--- config.mk ---
export PLATFORM = sky130hd
export DESIGN_NAME = fmul_batch_master_flat
export DESIGN_NICKNAME = d
export VERILOG_FILES = /design/src/rtl/fmul_batch_master_if.sv /design/src/rtl/fmul_batch_master.sv /design/src/flat_wrapper.sv
export SDC_FILE = /design/constraint.sdc
export NUM_CORES = 2
export LEC_CHECK = 0
export ABC_CLOCK_PERIOD_IN_PS = 4530
export CAP_MARGIN = 10
export CORE_MARGIN = 2
export CORE_UTILIZATION = 45
export CTS_CLUSTER_DIAMETER = 100
export CTS_CLUSTER_SIZE = 12
export DETAILED_ROUTE_END_ITERATION = 8
export MAX_ROUTING_LAYER = met4
export PLACE_DENSITY = 0.61
export SYNTH_ARGS = -nofsm -noshare
export SYNTH_HDL_FRONTEND = slang
export SYNTH_SLANG_ARGS = --single-unit
--- constraint.sdc ---
create_clock -name aclk -period 4.53 [get_ports aclk]
set_input_delay 0.906 -clock aclk [delete_from_list [all_inputs] [get_ports aclk]]
set_output_delay 0.906 -clock aclk [all_outputs]
set_load 0.01 [all_outputs]
--- src/rtl/fmul_batch_master_if.sv ---
// rtl/fmul_batch_master_if.sv - operand A/B and result streams between batch master and float multiplier
interface fmul_batch_master_if #(
    parameter int DATA_W = 32
);
    logic              s_axis_a_tvalid;
    logic              s_axis_a_tready;
    logic [DATA_W-1:0] s_axis_a_tdata;
    logic              s_axis_b_tvalid;
    logic              s_axis_b_tready;
    logic [DATA_W-1:0] s_axis_b_tdata;
    logic              m_axis_result_tvalid;
    logic              m_axis_result_tready;
    logic [DATA_W-1:0] m_axis_result_tdata;

    modport master (
        output s_axis_a_tvalid, s_axis_a_tdata,
        input  s_axis_a_tready,
        output s_axis_b_tvalid, s_axis_b_tdata,
        input  s_axis_b_tready,
        input  m_axis_result_tvalid, m_axis_result_tdata,
        output m_axis_result_tready
    );

    modport slave (
        input  s_axis_a_tvalid, s_axis_a_tdata,
        output s_axis_a_tready,
        input  s_axis_b_tvalid, s_axis_b_tdata,
        output s_axis_b_tready,
        output m_axis_result_tvalid, m_axis_result_tdata,
        input  m_axis_result_tready
    );
endinterface

--- src/rtl/fmul_batch_master.sv ---
// rtl/fmul_batch_master.sv - batch operand issuer and result collector for the float multiplier
module fmul_batch_master #(
    parameter int DATA_W = 32,
    parameter int DEPTH  = 16,
    parameter int ADDR_W = 4
) (
    input  logic                  aclk,
    input  logic                  aresetn,
    input  logic                  ld_valid,
    output logic                  ld_ready,
    input  logic [DATA_W-1:0]     ld_a,
    input  logic [DATA_W-1:0]     ld_b,
    input  logic                  start,
    output logic                  busy,
    output logic                  done,
    fmul_batch_master_if.master   M,
    input  logic                  rd_en,
    output logic [DATA_W-1:0]     rd_data,
    output logic [ADDR_W:0]       rd_count
);
    typedef enum logic [1:0] {S_IDLE, S_ISSUE, S_DRAIN, S_DONE} state_t;

    localparam logic [ADDR_W:0]   FULL  = (ADDR_W+1)'(DEPTH);
    localparam logic [ADDR_W:0]   ONE   = (ADDR_W+1)'(1);
    localparam logic [ADDR_W-1:0] ONE_P = ADDR_W'(1);

    state_t            state;
    logic [ADDR_W:0]   n_pairs;
    logic [ADDR_W:0]   iss_ptr;
    logic [ADDR_W:0]   res_cnt;
    logic [ADDR_W-1:0] rd_ptr;
    logic              a_done;
    logic              b_done;
    logic              ld_en;

    logic [DATA_W-1:0] pair_a [DEPTH];
    logic [DATA_W-1:0] pair_b [DEPTH];
    logic [DATA_W-1:0] res    [DEPTH];

    logic [ADDR_W-1:0] iss_idx;
    logic              a_hs;
    logic              b_hs;
    logic              a_fin;
    logic              b_fin;
    logic              ld_take;
    logic              res_take;

    assign iss_idx  = iss_ptr[ADDR_W-1:0];
    // ld_en holds ld_ready low while aresetn is asserted, when the state alone would allow loads
    assign ld_ready = ld_en && (state == S_IDLE) && (n_pairs < FULL);
    assign ld_take  = ld_ready && ld_valid && !start;
    assign busy     = (state != S_IDLE);

    assign M.s_axis_a_tvalid      = (state == S_ISSUE) && !a_done;
    assign M.s_axis_b_tvalid      = (state == S_ISSUE) && !b_done;
    assign M.s_axis_a_tdata       = M.s_axis_a_tvalid ? pair_a[iss_idx] : '0;
    assign M.s_axis_b_tdata       = M.s_axis_b_tvalid ? pair_b[iss_idx] : '0;
    assign M.m_axis_result_tready = ((state == S_ISSUE) || (state == S_DRAIN)) && (res_cnt < n_pairs);

    assign a_hs     = M.s_axis_a_tvalid && M.s_axis_a_tready;
    assign b_hs     = M.s_axis_b_tvalid && M.s_axis_b_tready;
    assign a_fin    = a_done || a_hs;
    assign b_fin    = b_done || b_hs;
    assign res_take = M.m_axis_result_tready && M.m_axis_result_tvalid;

    // Load gate: opens one cycle after reset release
    always_ff @(posedge aclk or negedge aresetn) begin
        if (!aresetn) ld_en <= 1'b0;
        else          ld_en <= 1'b1;
    end

    // Operand-pair and result storage; contents are meaningful only via the counters
    always_ff @(posedge aclk) begin
        if (ld_take) begin
            pair_a[n_pairs[ADDR_W-1:0]] <= ld_a;
            pair_b[n_pairs[ADDR_W-1:0]] <= ld_b;
        end
        if (res_take) res[res_cnt[ADDR_W-1:0]] <= M.m_axis_result_tdata;
    end

    // Batch FSM: load/read in IDLE, issue pairs, drain products, pulse done
    always_ff @(posedge aclk or negedge aresetn) begin
        if (!aresetn) begin
            state    <= S_IDLE;
            n_pairs  <= '0;
            iss_ptr  <= '0;
            res_cnt  <= '0;
            rd_ptr   <= '0;
            rd_count <= '0;
            a_done   <= 1'b0;
            b_done   <= 1'b0;
            done     <= 1'b0;
            rd_data  <= '0;
        end else begin
            done <= 1'b0;
            if (res_take) res_cnt <= res_cnt + ONE;
            case (state)
                S_IDLE: begin
                    if (ld_take) n_pairs <= n_pairs + ONE;
                    if (rd_en && (rd_count != '0)) begin
                        rd_data  <= res[rd_ptr];
                        rd_ptr   <= rd_ptr + ONE_P;
                        rd_count <= rd_count - ONE;
                    end
                    // start discards unread results and overrides a same-cycle read
                    if (start) begin
                        rd_ptr   <= '0;
                        rd_count <= '0;
                        if (n_pairs != '0) begin
                            state   <= S_ISSUE;
                            iss_ptr <= '0;
                            res_cnt <= '0;
                            a_done  <= 1'b0;
                            b_done  <= 1'b0;
                        end else begin
                            done <= 1'b1;
                        end
                    end
                end
                S_ISSUE: begin
                    if (a_fin && b_fin) begin
                        a_done  <= 1'b0;
                        b_done  <= 1'b0;
                        iss_ptr <= iss_ptr + ONE;
                        if (iss_ptr == n_pairs - ONE) state <= S_DRAIN;
                    end else begin
                        a_done <= a_fin;
                        b_done <= b_fin;
                    end
                end
                S_DRAIN: begin
                    if (res_cnt == n_pairs) begin
                        state    <= S_DONE;
                        done     <= 1'b1;
                        rd_count <= n_pairs;
                    end
                end
                default: begin
                    n_pairs <= '0;
                    state   <= S_IDLE;
                end
            endcase
        end
    end
endmodule

--- src/flat_wrapper.sv ---
// flat-port wrapper written by rule: the top's interface ports become plain ports
module fmul_batch_master_flat 
#(
    parameter int DATA_W = 32,
    parameter int DEPTH  = 16,
    parameter int ADDR_W = 4
)
  (aclk, aresetn, ld_valid, ld_ready, ld_a, ld_b, start, busy, done, rd_en, rd_data, rd_count, M_s_axis_a_tvalid, M_s_axis_a_tdata, M_s_axis_a_tready, M_s_axis_b_tvalid, M_s_axis_b_tdata, M_s_axis_b_tready, M_m_axis_result_tvalid, M_m_axis_result_tdata, M_m_axis_result_tready);
  fmul_batch_master_if #(.DATA_W(DATA_W)) M_i ();
  input  logic aclk;
  input  logic aresetn;
  input  logic ld_valid;
  output logic ld_ready;
  input  logic [DATA_W-1:0] ld_a;
  input  logic [DATA_W-1:0] ld_b;
  input  logic start;
  output logic busy;
  output logic done;
  input  logic rd_en;
  output logic [DATA_W-1:0] rd_data;
  output logic [ADDR_W:0] rd_count;
  output wire logic [$bits(M_i.s_axis_a_tvalid)-1:0] M_s_axis_a_tvalid;
  output wire logic [$bits(M_i.s_axis_a_tdata)-1:0] M_s_axis_a_tdata;
  input wire logic [$bits(M_i.s_axis_a_tready)-1:0] M_s_axis_a_tready;
  output wire logic [$bits(M_i.s_axis_b_tvalid)-1:0] M_s_axis_b_tvalid;
  output wire logic [$bits(M_i.s_axis_b_tdata)-1:0] M_s_axis_b_tdata;
  input wire logic [$bits(M_i.s_axis_b_tready)-1:0] M_s_axis_b_tready;
  input wire logic [$bits(M_i.m_axis_result_tvalid)-1:0] M_m_axis_result_tvalid;
  input wire logic [$bits(M_i.m_axis_result_tdata)-1:0] M_m_axis_result_tdata;
  output wire logic [$bits(M_i.m_axis_result_tready)-1:0] M_m_axis_result_tready;
  assign M_s_axis_a_tvalid = M_i.s_axis_a_tvalid;
  assign M_s_axis_a_tdata = M_i.s_axis_a_tdata;
  assign M_i.s_axis_a_tready = M_s_axis_a_tready;
  assign M_s_axis_b_tvalid = M_i.s_axis_b_tvalid;
  assign M_s_axis_b_tdata = M_i.s_axis_b_tdata;
  assign M_i.s_axis_b_tready = M_s_axis_b_tready;
  assign M_i.m_axis_result_tvalid = M_m_axis_result_tvalid;
  assign M_i.m_axis_result_tdata = M_m_axis_result_tdata;
  assign M_m_axis_result_tready = M_i.m_axis_result_tready;
  fmul_batch_master #(.DATA_W(DATA_W), .DEPTH(DEPTH), .ADDR_W(ADDR_W)) u_core (.aclk(aclk), .aresetn(aresetn), .ld_valid(ld_valid), .ld_ready(ld_ready), .ld_a(ld_a), .ld_b(ld_b), .start(start), .busy(busy), .done(done), .M(M_i), .rd_en(rd_en), .rd_data(rd_data), .rd_count(rd_count));
endmodule
==> key figures <==
Status
  • Status: complete, no violations

Flow run
  • Max cap viols: 0

Clocking
  • CTS root buffer: clkbuf_16
  • CTS tree: yes
  • Clock-pin slew of the registers on the worst-case setup and hold paths: 0.06 ns
  • Clock latency on the worst-skew pair: 0.79 ns
  • CTS HTree Levels: 4
  • Num CTS Buffers: 152
  • Clock Tree Buf Depth: 3
  • TritonCTS Sinks: 1598

Route
  • ANT nets after route: 0
  • DRT iter0 DRCs: 2521
  • 1st-pass router iterations: 5
  • Vias per cell: 5.87
  • Post-route DRC violation count: 0
  • Final WL: 142000 um
  • Via count: 28200
  • Wirelength per Cell: 29.5 um

Placement
  • Post-DP HPWL: 75800 um
  • Final GP Congestion: 0.748
  • Placed cell area: 66700 sq um
  • Placed cell count: 4565
  • Port bufs: 210

STA
  • Hold Worst Slack: 0.188 ns
  • Fin crit share: 97.9%
  • Relative slew margins: 32.4%
  • Fmax: 225 MHz
  • Final-report hold violation count: 0
  • RSZ-0062 raised after global routing: yes
  • Pins Over Slew Limit: 0
  • Worst slew pin tran: 1.01 ns
  • Clock Skews: 0.0558 ns
  • Setup violators final: 0
  • Setup tns final: 0 ns
  • Min cycle time layout: 4.44 ns

Layout
  • Final design utilization: 52.5%
  • Final non-filler cell total: 4801
  • Layout cells sized above 1: 25.4%
  • Fin area: 71200 sq um
  • Most common cell after layout, fill and taps aside: edfxtp_1
  • Most frequent cells in the layout: edfxtp_1 (1536), mux4_2 (448), clkdlybuf4s50_1 (205)
  • Synth-to-layout area growth: 15.8%
  • Final nets: 3066
  • Fillers: 10300

Floorplanning
  • DIE HEIGHT: 374 um
  • Std-Cell Rows: 135
  • Core area: 135000 sq um
  • DIE WIDTH: 374 um
  • Initial Util: 45.4%
  • Die ar.: 140000 sq um
  • Top-Level Pins: 211

Synth
  • Post-synth EDFFs: 1536
  • Netlist Area Pre-Place: 61500 sq um
  • Ys async rst share: 3.88%
  • Synth Warn #: 0
  • Main synth FF type: edfxtp_1
  • Cells after synthesis: 2610
  • Synth Area per Inst: 23.5 sq um
  • Sequential area share after synthesis: 77.6%
  • Synth Register Bits: 1598
  • Net Count, Synth: 2736
  • Yosys cell types: 51

Critical path
  • Worst-path maximum fanout: 26
  • CP Class: flop to output pin
  • Worst EP required: 3.62 ns
  • Startpoint types: flop
  • Worst path slowest cell: mux4_2
  • Slowest cell delay on critical path: 0.52 ns
  • R2r startpoint: u_core.n_pairs[3]$_DFFE_PN0P_
  • Nature of the critical path endpoint: output pin
  • Crit-path cells: buf_12, buf_16, mux4_2, mux4_2, and2_1, clkdlybuf4s50_1
  • WP data arrival: 3.53 ns
  • Crit path launch: u_core.iss_ptr[0]$_DFFE_PN0P_
  • Most frequent cell on the critical path: mux4_2

Global routing
  • First-pass GRT wire length: 205000 um
  • Number of global-route vias before repair: 29600
  • Initial antenna violation count: 22
  • GRT Residual Overflow: 0
  • GRT Util Overall: 21.0%
  • Maximum number of pins on one net before global-route repair: 78

Power
  • Power per Cell Area: 532 nW/um^2
  • Max VDD drop: 0.390 mV
  • Leak: 22.2 nW

Min path
  • Worst hold path type: input port to async pin
==> critical path: cells and delay by family (launching register included) <==
kind | cells | cell delay, ns
buffers and inverters | 3 | 1.03
multiplexers | 2 | 1.00
flip-flops | 1 | 0.47
AND/OR/NAND/NOR | 1 | 0.22
==> cell type report <==
type | count | area (sq um) | share of cell area, %
clock inverter | 18 | 374 | 0.526
antenna | 16 | 40.0 | 0.0562
tap | 1781 | 2230 | 3.13
clock buffer | 200 | 3980 | 5.60
multi-input combinational | 860 | 13200 | 18.5
inverter | 18 | 67.6 | 0.0949
timing repair buffer | 310 | 3630 | 5.10
sequential | 1598 | 47700 | 67.0
==> state kept, by name (all words and copies together), names as in the netlist, 4 cells and up <==
signal           count
u_core.pair_a      512
u_core.pair_b      512
u_core.res         512
u_core.rd_data      32
u_core.iss_ptr       5
u_core.n_pairs       5
u_core.rd_count      5
u_core.res_cnt       5
u_core.rd_ptr        4
==> through the flow <==
step	power, W	setup WS [ns]
after floorplan	0.0236	0.0191
after global placement	0.0264	0.784
after detailed placement	0.0266	0.770
after CTS	0.0382	0.0107
after global routing	0.0393	-0.0253
final	0.0379	0.0944
==> power by group <==
part	switching, W	total (W)	internal [W]	leakage (nW)
Clock	0.00535	0.0116	0.00621	2.09
Combinational	0.00414	0.00903	0.00490	5.56
Sequential	0.000611	0.0173	0.0166	14.6
Total	0.0101	0.0379	0.0278	22.2
==> routing by layer <==
layer	vias up	wire, um	track usage (%)
met2	977	70800	33.4
met5	-	0	-
met1	15300	59000	27.7
met4	0	2680	5.20
li1	11700	-	-
met3	199	9450	4.67
==> Yosys cell counts, drive strengths merged, types with 2 or more instances <==
cell type | instances | share of area, %
edfxtp | 1536 | 75
mux4 | 448 | 16
clkbuf | 69 | 0.42
mux2i | 68 | 1.1
and2 | 67 | 0.68
buf | 65 | 0.74
dfrtp | 62 | 2.5
nor2 | 40 | 0.24
a21o | 35 | 0.43
o22ai | 35 | 0.36
ha | 22 | 0.45
nand2 | 21 | 0.13
and3 | 20 | 0.20
inv | 18 | 0.11
a21oi | 15 | 0.12
o21ai | 11 | 0.090
nor3 | 10 | 0.090
nand3 | 8 | 0.065
xor2 | 8 | 0.11
nor2b | 7 | 0.071
nand2b | 6 | 0.061
nand4 | 4 | 0.041
xnor2 | 4 | 0.057
nor4b | 3 | 0.043
a31oi | 2 | 0.020
mux2 | 2 | 0.037
o211ai | 2 | 0.024
o21a | 2 | 0.024
o2bb2ai | 2 | 0.029
or3 | 2 | 0.020
==> kinds of logic after synthesis <==
kind of cell / share of synthesized area (%)
and+or+nand+nor: 1.74
AOI/OAI and AO/OA: 1.22
xor gates and xnor gates: 0.171
other: 0.00610
DFF: 77.6
adders and majority gates: 0.448
muxes: 17.6
buffers and inverters: 1.27
==> path summary, 6_finish.rpt <==
path | slack [ns] | to | depth (start not counted)
min in group aclk | 0.48 | u_core.rd_data[8]$_DFFE_PN0P_ | 1
worst min-delay path | 0.19 | u_core.rd_data[20]$_DFFE_PN0P_ | 1
worst min register to register | 0.48 | u_core.rd_data[8]$_DFFE_PN0P_ | 1
worst max-delay path | 0.09 | M_s_axis_a_tdata[0] | 6
worst max register to register | 1.15 | u_core.res[14][3]$_DFFE_PP_ | 7
max in group asynchronous | 3.10 | u_core.iss_ptr[0]$_DFFE_PN0P_ | 2
==> what timing repair did <==
item                       in CTS  in global routing
hold buffers                    0                  0
setup buffers                   1                  0
cloned                          0                  1
gates resized for setup         2                 10
setup endpoints to repair      28                 15
(Power assumes the default switching activity.)
